**src/rtl/onehot_pkg.sv**
```systemverilog
// Shared types and defaults for the one-hot position-sum controller.
package onehot_pkg;
    localparam int DEF_DEPTH  = 8;
    localparam int DEF_WORD_W = 16;
    localparam int DEF_SUM_W  = 8;
    localparam int ENC_W      = 5;
    localparam logic [7:0] LED_RESET = 8'hFF;

    typedef enum logic [1:0] {
        IDLE,
        RUN,
        DONE,
        SHOW
    } state_e;
endpackage

```
**src/rtl/onehot_pos.sv**
```systemverilog
// Combinational position encoder: popcount and (highest set bit index + 1).
module onehot_pos
    import onehot_pkg::*;
#(
    parameter int WORD_W = DEF_WORD_W
) (
    input  logic [WORD_W-1:0] word,
    output logic [ENC_W-1:0]  ones,
    output logic [ENC_W-1:0]  pos
);
    // pos is only meaningful when ones == 1; otherwise it tracks the top set bit
    always_comb begin
        ones = '0;
        pos  = '0;
        for (int i = 0; i < WORD_W; i++) begin
            if (word[i]) begin
                ones = ones + ENC_W'(1);
                pos  = ENC_W'(i + 1);
            end
        end
    end
endmodule

```
**src/rtl/onehot_sum_ctrl.sv**
```systemverilog
// Buffers words, then walks them through the position encoder accumulating
// a mod-2^SUM_W position sum and driving the LEDs with the sum or its parity.
module onehot_sum_ctrl
    import onehot_pkg::*;
#(
    parameter int DEPTH  = DEF_DEPTH,
    parameter int WORD_W = DEF_WORD_W,
    parameter int SUM_W  = DEF_SUM_W
) (
    input  logic              clk,
    input  logic              rst,
    input  logic              clr,
    input  logic              wr_valid,
    input  logic [WORD_W-1:0] wr_data,
    output logic              wr_ready,
    input  logic              start,
    input  logic              PB,
    output logic              busy,
    output logic              done,
    output logic [SUM_W-1:0]  sum,
    output logic [3:0]        err_count,
    output logic [SUM_W-1:0]  output_led
);
    localparam int IDX_W = $clog2(DEPTH);
    localparam int CNT_W = IDX_W + 1;

    state_e                         state_q, state_d;
    logic [CNT_W-1:0]               count_q, count_d;
    logic [IDX_W-1:0]               idx_q, idx_d;
    logic [SUM_W-1:0]               sum_q, sum_d;
    logic [3:0]                     err_q, err_d;
    logic [SUM_W-1:0]               led_q, led_d;
    logic [DEPTH-1:0][WORD_W-1:0]   mem_q;
    logic                           mem_we;
    logic [ENC_W-1:0]               ones, pos;
    logic                           last;
    logic [SUM_W-1:0]               led_view;

    onehot_pos #(.WORD_W(WORD_W)) u_pos (
        .word (mem_q[idx_q]),
        .ones (ones),
        .pos  (pos)
    );

    assign last     = (CNT_W'(idx_q) == count_q - CNT_W'(1));
    assign led_view = PB ? sum_q : {{(SUM_W-1){1'b0}}, ^sum_q};

    always_comb begin
        state_d  = state_q;
        count_d  = count_q;
        idx_d    = idx_q;
        sum_d    = sum_q;
        err_d    = err_q;
        led_d    = led_q;
        mem_we   = 1'b0;
        wr_ready = 1'b0;
        busy     = 1'b0;
        done     = 1'b0;
        case (state_q)
            IDLE: begin
                wr_ready = (count_q < CNT_W'(DEPTH)) && !start;
                if (start && count_q != '0) begin
                    idx_d   = '0;
                    sum_d   = '0;
                    err_d   = '0;
                    state_d = RUN;
                end else if (wr_valid && wr_ready) begin
                    mem_we  = 1'b1;
                    count_d = count_q + CNT_W'(1);
                end
            end
            RUN: begin
                busy = 1'b1;
                if (ones == ENC_W'(1)) begin
                    sum_d = sum_q + SUM_W'(pos);
                end else begin
                    sum_d = sum_q - SUM_W'(1);
                    if (err_q != 4'd15) err_d = err_q + 4'd1;
                end
                idx_d = idx_q + IDX_W'(1);
                if (last) state_d = DONE;
            end
            DONE: begin
                busy    = 1'b1;
                done    = 1'b1;
                led_d   = led_view;
                state_d = SHOW;
            end
            SHOW: begin
                led_d = led_view;
                if (start) begin
                    idx_d   = '0;
                    sum_d   = '0;
                    err_d   = '0;
                    state_d = RUN;
                end
            end
            default: state_d = IDLE;
        endcase
        // Clear overrides whatever the state logic decided this cycle
        if (clr) begin
            state_d = IDLE;
            count_d = '0;
            idx_d   = '0;
            sum_d   = '0;
            err_d   = '0;
            led_d   = SUM_W'(LED_RESET);
            mem_we  = 1'b0;
        end
    end

    always_ff @(posedge clk or posedge rst) begin
        if (rst) begin
            state_q <= IDLE;
            count_q <= '0;
            idx_q   <= '0;
            sum_q   <= '0;
            err_q   <= '0;
            led_q   <= SUM_W'(LED_RESET);
        end else begin
            state_q <= state_d;
            count_q <= count_d;
            idx_q   <= idx_d;
            sum_q   <= sum_d;
            err_q   <= err_d;
            led_q   <= led_d;
        end
    end

    always_ff @(posedge clk) begin
        if (mem_we) mem_q[count_q[IDX_W-1:0]] <= wr_data;
    end

    assign sum        = sum_q;
    assign err_count  = err_q;
    assign output_led = led_q;
endmodule

```
**config.mk**
```make
export PLATFORM = sky130hd
export DESIGN_NAME = onehot_sum_ctrl
export DESIGN_NICKNAME = d
export VERILOG_FILES = /design/src/rtl/onehot_pkg.sv /design/src/rtl/onehot_pos.sv /design/src/rtl/onehot_sum_ctrl.sv
export SDC_FILE = /design/constraint.sdc
export NUM_CORES = 1
export LEC_CHECK = 0
export BUFFER_PORTS_ARGS = -buffer_cell sky130_fd_sc_hd__clkbuf_2
export CAP_MARGIN = 20
export CORE_UTILIZATION = 40
export DETAILED_ROUTE_END_ITERATION = 12
export PLACE_DENSITY = 0.58
export SLEW_MARGIN = 10
export SYNTH_ARGS = -nofsm -noshare
export SYNTH_HDL_FRONTEND = slang
export SYNTH_SLANG_ARGS = --single-unit
```
**constraint.sdc**
```tcl
create_clock -name clk -period 17.4 [get_ports clk]
set_input_delay 0.87 -clock clk [delete_from_list [all_inputs] [get_ports clk]]
set_output_delay 0.87 -clock clk [all_outputs]
set_load 0.02 [all_outputs]
```
After elaboration in Yosys (flattened, before gate mapping). Index checks and enable logic that the tools add are counted. Widths: inputs -> output; s select.

Register bits: 157. Input port bits: 22. Output and inout port bits: 23. Logic and storage cells: 139.

Add/subtract/negate cells: 21. Magnitude comparators: 4. Eq/ne operators: 12. Mux-type cells: 70. Reduce and logical (&&, ||, !) cells: 18.

Operator list (number): $bwmux 128 (1); $mux 5 (16); $add 5x1->5 const B (14); $mux 4 (17); $mux 8 (7); $bmux 16 s3 (1); $demux 16 s3 (1); $mux 16 (2); $pmux 8 s3 (1); $mux 3 (7); $ne 3x3->1 const B (5); $mux 2 (6); $pmux 4 s3 (1); $pmux 3 s3 (1); $reduce_and 3->1 (3); $add 4x1->4 const B (2); $add 8x5->8 (1); $lt 3x4->1 const B (2); $mux 1 (8); $pmux 2 s4 (1); $reduce_bool 4->1 (2); $reduce_xor 8->1 (1); $sub 8x1->8 const B (1); $reduce_bool 2->1 (3); 16 further kinds (21).

Longest topological paths before layout. Gate-level depths: netlist (run 1).

Depth after elaboration: 37. Gate-level depth with buffers: 66. Depth with buffers taken out: 62.

Modules after synthesis. Synthesis (run 1) repeated with hierarchy kept, for this count alone.

Cell total of the unflattened synthesis: 679. Area, all modules: 8803.4 µm².

Modules (own cells, without submodules): onehot_sum_ctrl (instances 1, cells each 402, area an instance 6690.2 µm², sequential area each 4579.4 µm²); onehot_pos (instances 1, cells each 277, area an instance 2113.3 µm², sequential area each 0.0 µm²).

Worst setup path after synthesis (run 1). Ideal clock, no wire load.

Path kind: register to register. From: register idx_q[0]. To: register sum_q[7], in the netlist sum[7]. Library setup time: 133 ps. Arrival: 12246 ps. Data required time: 17267 ps. Setup slack: 5021 ps. Stages on the path, launching flop included: 66. Path buffers: 4. Period minus slack after synthesis: 12379 ps. Cells stage by stage: dfrtp_1 -> buf_4 -> buf_2 -> buf_1 -> clkbuf_1 -> mux4_2 -> mux2_2 -> inv_1 -> ha_1 -> xor2_1 -> inv_1 -> ha_1 -> nand2_1 -> nand2_1 -> ha_1 -> nand2_1 -> nand2_1 -> or2_2 -> [... 30 more ...] -> ha_1 -> nand2b_1 -> xnor2_1 -> xnor2_1 -> xnor2_1 -> nand3_1 -> nor2_2 -> nand2_1 -> ha_1 -> a21o_1 -> a21oi_1 -> o21bai_1 -> a21oi_1 -> o21bai_1 -> a21oi_1 -> o21ai_0 -> a31oi_1 -> mux2i_1.

Longest elaborated chain between the ends: 37. Elaborated cells on any way between the ends: 53. Those cells by class: add/sub (16); eq/ne (1); mux (36).

RTL lines: start, declared (line onehot_sum_ctrl.sv:29) `logic [IDX_W-1:0] idx_q, idx_d;`; start signal, assigned (line onehot_sum_ctrl.sv:123) `idx_q <= idx_d;`; $bmux 16 s3 (*) (line onehot_sum_ctrl.sv:40) `.word (mem_q[idx_q]),`; $mux 16 (implied by the code) (*) (line onehot_sum_ctrl.sv:40); $mux 1 (line onehot_pos.sv:16) `if (word[i]) begin`; $add 1x1->2 (line onehot_pos.sv:17) `ones = ones + ENC_W'(1);`; $mux 5 (line onehot_pos.sv:16); $add 5x1->5 (line onehot_pos.sv:17); $mux 5 (line onehot_pos.sv:16); $add 5x1->5 (line onehot_pos.sv:17); [... 21 more ...]; $add 5x1->5 (line onehot_pos.sv:17); $mux 5 (line onehot_pos.sv:16); $add 5x1->5 (line onehot_pos.sv:17); $mux 5 (line onehot_pos.sv:16); $eq 5x1->1 (line onehot_sum_ctrl.sv:74) `if (ones == ENC_W'(1)) begin`; $mux 8 (*) (line onehot_sum_ctrl.sv:74); $pmux 8 s3 (*) (line onehot_sum_ctrl.sv:59) `case (state_q)`; $mux 8 (*) (line onehot_sum_ctrl.sv:101) `if (clr) begin`; end signal, assigned (line onehot_sum_ctrl.sv:124) `sum_q <= sum_d;`; end, declared (line onehot_sum_ctrl.sv:30) `logic [SUM_W-1:0] sum_q, sum_d;`.

Mark *: on every way between the ends. The rest lies on a longest branch, timed or not. The select of a mux whose other input is x is not followed. A chain may end at the register's enable or synchronous reset.

Worst setup path in the final report (run 1). Ends and elaborated chain as after synthesis.

==> flow_metrics.py, run 1 <==
metrics = {
    "outcome": {
        "status": "completed",
    },
    "place": {
        "io_buffers": 44,
        "gp_congestion": 0.7819,
        "dp_worst_setup_slack_ns": 4.942,
        "dp_hpwl_mm": 11.40,
    },
    "worst_setup_path": {
        "r2r-end": "sum[7]",
        "critPathSlowestCell": "mux4_2",
        "slowest_delay_ns": 0.58,
        "critical_path_class": "reg -> reg",
        "worst-r2r-setup-slack_ns": 4.87,
        "critPathLaunchType": "register",
        "crit_start": "idx_q[0]",
        "worstRegToRegCells": 62,
        "required_ns": 17.71,
        "cpMostUsedCell": "ha_1",
        "timing.rr.start": "idx_q[0]",
        "arrival_ns": 12.84,
        "end_kind": "register",
        "path_max_fanout": 41,
    },
    "sta": {
        "finalCriticalPeriod_ns": 12.53,
        "min_period_over_period": 0.7200,
        "setup_viol": 0,
        "final_hold_viol_count": 0,
        "fin_skew_ns": 0.01560,
        "post-route-worst-setup-slack_ns": 4.873,
        "final_max_slew_viol_count": 0,
        "max_slew_margin": 0.3411,
        "rsz0062_at_grt": "no",
        "tns_ns": 0,
        "fmax_ghz": 0.07983,
        "worstMarginPinSlew_ns": 0.9608,
    },
    "run": {
        "maxCapViolCount": 0,
    },
    "synth": {
        "ys.flop_type": "edfxtp_1",
        "ys_seq_area_frac": 0.5501,
        "syn-instance-count": 629,
        "ys_ff_latch": 157,
        "syn_area_um2": 8324,
        "async_flop_share": 0.1847,
        "syn_nets": 683,
        "post_synth.cell_area_avg_um2": 13.23,
        "synth_cell_types": 67,
        "synth_edf_count": 128,
        "synth_warnings": 0,
    },
    "floorplanning": {
        "core_um2": 20300,
        "initial_core_util": 0.4101,
        "num_rows": 52,
        "ios": 45,
        "dieArea_um2": 21390,
        "die_h_um": 146.3,
        "fp.dieW_um": 146.3,
    },
    "clocking": {
        "clock_path_buffers": 2,
        "cts.repair.resized": 0,
        "numClockSinks": 157,
        "path_clk_slew_ns": 0.07,
        "cts_hold_buffers": 0,
        "clock-root-buffer": "clkbuf_16",
        "post-cts-setup-buffer-count": 0,
        "cts_tree": "built",
        "insertion_delay_ns": 0.43,
        "htree_levels": 4,
        "numCtsBuffers": 17,
    },
    "route": {
        "routed_wl_mm": 16.96,
        "vias_per_cell": 5.214,
        "drt_iter0_drc": 336,
        "antenna_left": 0,
        "first_pass_iters": 4,
        "post_drt_wl_per_cell_um": 17.50,
        "drc": 0,
        "vias": 5052,
    },
    "global_route": {
        "grt-ovfl-total": 0,
        "grt_max_degree": 42,
        "gr-usage-all-layers": 0.1691,
        "grt_pass1_vias": 5334,
        "grt_pass1_wl_mm": 27.61,
        "antenna_found_initial": 0,
    },
    "min_path": {
        "min_path_type": "in -> async",
    },
    "cells_and_area": {
        "syn_to_final_growth_pct": 14.44,
        "drive_gt1_frac": 0.2260,
        "layout.nets": 740,
        "n_antenna_cell": 0,
        "nFillCells": 1802,
    },
}
worst max path at each step:
stage          endpoint  slack [ns]  depth (start not counted)
6_report         sum[7]        4.87                         62
5_1_grt          sum[7]        3.85                         62
4_1_cts          sum[7]        4.90                         62
3_5_place_dp     sum[7]        4.94                         62
3_3_place_gp     sum[7]        5.40                         62
2_1_floorplan    sum[7]        5.02                         65
cells by family after synthesis:
| kind of cell | after synthesis | share of synthesized area |
|---|---|---|
| DFF | 157 | 0.5501 |
| xor gates and xnor gates | 64 | 0.08297 |
| muxes | 61 | 0.1210 |
| and+or+nand+nor | 166 | 0.09560 |
| AOI/OAI and AO/OA | 99 | 0.07651 |
| buffers and inverters | 50 | 0.02480 |
| adders and majority gates | 32 | 0.04900 |
flip-flops by register name (all words and copies together), names as in the netlist:
name,cells
sum,8
output_led,8
idx_q,3
err_count,4
mem_q,128
count_q,4
state_q,2
layout by cell type (no fill, tap or decap), drive strengths merged, types with 21 or more instances in the layout:
cell,instances
dfrtp,21
nand2,67
edfxtp,128
clkbuf,62
mux4,30
nor2,35
xnor2,40
inv,39
a21oi,32
ha,31
o21ai,22
critical path, delay by kind of cell, from the launching register on:
family	cells	cell delay [ns]
adder cells (fa/ha/maj)	15	4.15
AO/OA/AOI/OAI	14	2.27
AND/OR/NAND/NOR	18	2.16
multiplexers	6	1.79
buffers and inverters	5	0.88
XOR/XNOR	4	0.79
flip-flops	1	0.34
per-layer routing:
metal | track usage | up-vias | wire [um]
li1 | - | 2459 | -
met4 | 0.05208 | 0 | 197
met2 | 0.2867 | 75 | 8515
met5 | 0 | - | 0
met1 | 0.2139 | 2505 | 7693
met3 | 0.04063 | 13 | 548
synth_stat cells, drive strengths merged (5+ instances only):
master / n / area, um2
buf: 10 / 56.29
dfrtp: 21 / 525.5
xor2: 17 / 156.4
nand2b: 7 / 43.79
xnor3: 6 / 137.6
o21ai: 22 / 110.1
inv: 30 / 112.6
nor2: 35 / 133.9
nand3: 13 / 65.06
clkbuf: 9 / 33.78
ha: 31 / 387.9
o31ai: 6 / 45.04
nor3: 12 / 60.06
edfxtp: 128 / 3844
o21bai: 5 / 37.54
or3: 5 / 31.28
a21oi: 32 / 160.2
mux2i: 20 / 200.2
nor2b: 8 / 50.05
xnor2: 40 / 372.9
mux4: 30 / 675.7
nand2: 67 / 269.0
mux2: 11 / 131.4
dfstp: 8 / 210.2
layout make-up:
| cell class | instances | area [um2] | share of cell area |
|---|---|---|---|
| clock inverters | 14 | 196.4 | 0.02062 |
| clock buffers | 18 | 429.2 | 0.04505 |
| well taps | 270 | 337.8 | 0.03546 |
| inverters | 31 | 116.4 | 0.01221 |
| multi-input cells | 422 | 3548 | 0.3725 |
| repair buffers | 57 | 317.8 | 0.03336 |
| flip-flops and latches | 157 | 4581 | 0.4808 |
through the flow:
step	hold slack [ns]	cell area, um2	util	instances
after floorplan	0.5313	8324	-	629
after global routing	0.5142	9527	0.4693	969
after detailed placement	0.5261	8901	0.4385	937
after CTS	0.4864	9527	0.4693	969
final	0.4860	9527	0.4693	969
after global placement	0.5206	8901	0.4385	937
Power of run 1 is not shown: default switching activity piles up to over one toggle a cycle in this logic, so the estimate is an artifact.
==> run 2, diff against run 1 <==
clock period = 11.75 ns   (was 17.4 ns; I/O delays follow)
==> flow_metrics.py, run 2 (synthesis gave the netlist of run 1 again) <==
metrics = {
    "route": {
        "routed_wl_mm": 16.98,
        "vias": 5149,
        "vias_per_cell": 5.243,
        "first_pass_iters": 4,
        "drt_iter0_drc": 293,
        "antenna_left": 0,
        "drc": 0,
        "post_drt_wl_per_cell_um": 17.29,
    },
    "worst_setup_path": {
        "end_kind": "register",
        "cpMostUsedCell": "ha_1",
        "r2r-end": "sum[7]",
        "critical_path_class": "reg -> reg",
        "timing.rr.start": "idx_q[0]",
        "critPathLaunchType": "register",
        "worst-r2r-setup-slack_ns": 0.55,
        "worstRegToRegCells": 61,
        "required_ns": 12.05,
        "arrival_ns": 11.49,
        "critPathSlowestCell": "mux4_2",
        "slowest_delay_ns": 0.52,
        "path_max_fanout": 8,
    },
    "place": {
        "dp_hpwl_mm": 11.60,
        "gp_congestion": 0.8124,
        "io_buffers": 44,
        "dp_worst_setup_slack_ns": -0.1964,
    },
    "clocking": {
        "clock-root-buffer": "clkbuf_16",
        "path_clk_slew_ns": 0.06,
        "numCtsBuffers": 17,
        "htree_levels": 4,
        "clock_path_buffers": 2,
        "cts_tree": "built",
        "cts_hold_buffers": 0,
        "numClockSinks": 157,
        "insertion_delay_ns": 0.42,
    },
    "min_path": {
        "min_path_type": "in -> async",
    },
    "run": {
        "maxCapViolCount": 0,
    },
    "sta": {
        "setup_viol": 0,
        "worstMarginPinSlew_ns": 0.9757,
        "fmax_ghz": 0.08931,
        "final_max_slew_viol_count": 0,
        "post-route-worst-setup-slack_ns": 0.5534,
        "max_slew_margin": 0.3309,
        "final_hold_viol_count": 0,
        "finalCriticalPeriod_ns": 11.20,
        "fin_skew_ns": 0.02262,
        "holdWs_ns": 0.2156,
        "min_period_over_period": 0.9529,
    },
    "global_route": {
        "grt_pass1_vias": 5128,
        "gr-usage-all-layers": 0.1647,
        "grt-ovfl-total": 0,
        "antenna_found_initial": 0,
        "grt_max_degree": 30,
        "grt_pass1_wl_mm": 26.94,
    },
    "cells_and_area": {
        "drive_gt1_frac": 0.2542,
        "final_cell_mix": "128 x edfxtp_1, 61 x nand2_1, 44 x clkbuf_2, 37 x xnor2_1, 33 x nor2_1",
        "n_antenna_cell": 0,
        "largest_register_ffs": 128,
        "finish.utilization": 0.4741,
        "syn_to_final_growth_pct": 15.62,
        "layout_commonest_cell": "edfxtp_1",
        "layout.nets": 754,
    },
    "floorplanning": {
        "die_h_um": 146.3,
        "ios": 45,
        "initial_core_util": 0.4101,
        "dieArea_um2": 21390,
        "core_um2": 20300,
        "num_rows": 52,
        "fp.dieW_um": 146.3,
    },
    "outcome": {
        "status": "completed",
    },
}
-- run 2: cell types whose count changed in the layout (fill, tap and decap cells not counted), sizes merged --
cell	before	now
buf	13	27
inv	39	32
clkinvlp	0	4
bufinv	3	0
clkbuf	62	65
clkinv	3	5
-- run 2: how the worst max path moves through the flow --
stage	from	end	slack, ns	cells after the start
after floorplan	idx_q[0]	sum[7]	0.04	65
after global placement	idx_q[0]	sum[7]	0.26	61
after detailed placement	idx_q[0]	sum[7]	-0.20	61
after CTS	idx_q[0]	sum[7]	0.02	61
after global routing	idx_q[0]	sum[7]	-0.07	61
final	idx_q[0]	sum[7]	0.55	61
-- run 2: critical path, delay by kind of cell (launching register included) --
kind / cells / cell delay, ns
xor+xnor: 4 / 0.66
simple gates: 19 / 2.12
mux: 6 / 1.65
buf+inv: 4 / 0.28
compound gates: 13 / 1.82
flops: 1 / 0.48
fa+ha+maj: 15 / 4.01
-- run 2: timing repair --
action,4_1_cts,5_1_grt
resized for setup,1,18
setup endpoints to repair,1,5
pin swaps,0,11
hold endpoints to repair,0,0
setup buffers,2,8
-- run 2: final cells by class --
cell class                      count  area, um2
Fill cell                        1810      10680
Tap cell                          270      337.8
Timing Repair Buffer               71      422.9
Inverter                           31      116.4
Multi-Input combinational cell    422       3657
Sequential cell                   157       4581
Clock buffer                       21      440.4
Clock inverter                     10      68.82
-- run 2: stage by stage --
stage / instances / TNS, ns / cell area [um2]
2_1_floorplan: 629 / 0 / 8342
3_3_place_gp: 941 / 0 / 8939
3_5_place_dp: 941 / -0.1964 / 8939
4_1_cts: 974 / 0 / 9468
5_1_grt: 982 / -0.06692 / 9624
6_report: 982 / 0 / 9624
-- run 2: metal layers --
layer	global-route usage	vias to the layer above	part of all wire
met2	0.2760	98	0.50
met1	0.2132	2544	0.45
met5	0	-	0
li1	-	2489	-
met3	0.03563	18	0.035
met4	0.05208	0	0.012
Power of run 2 is left out for the same reason.
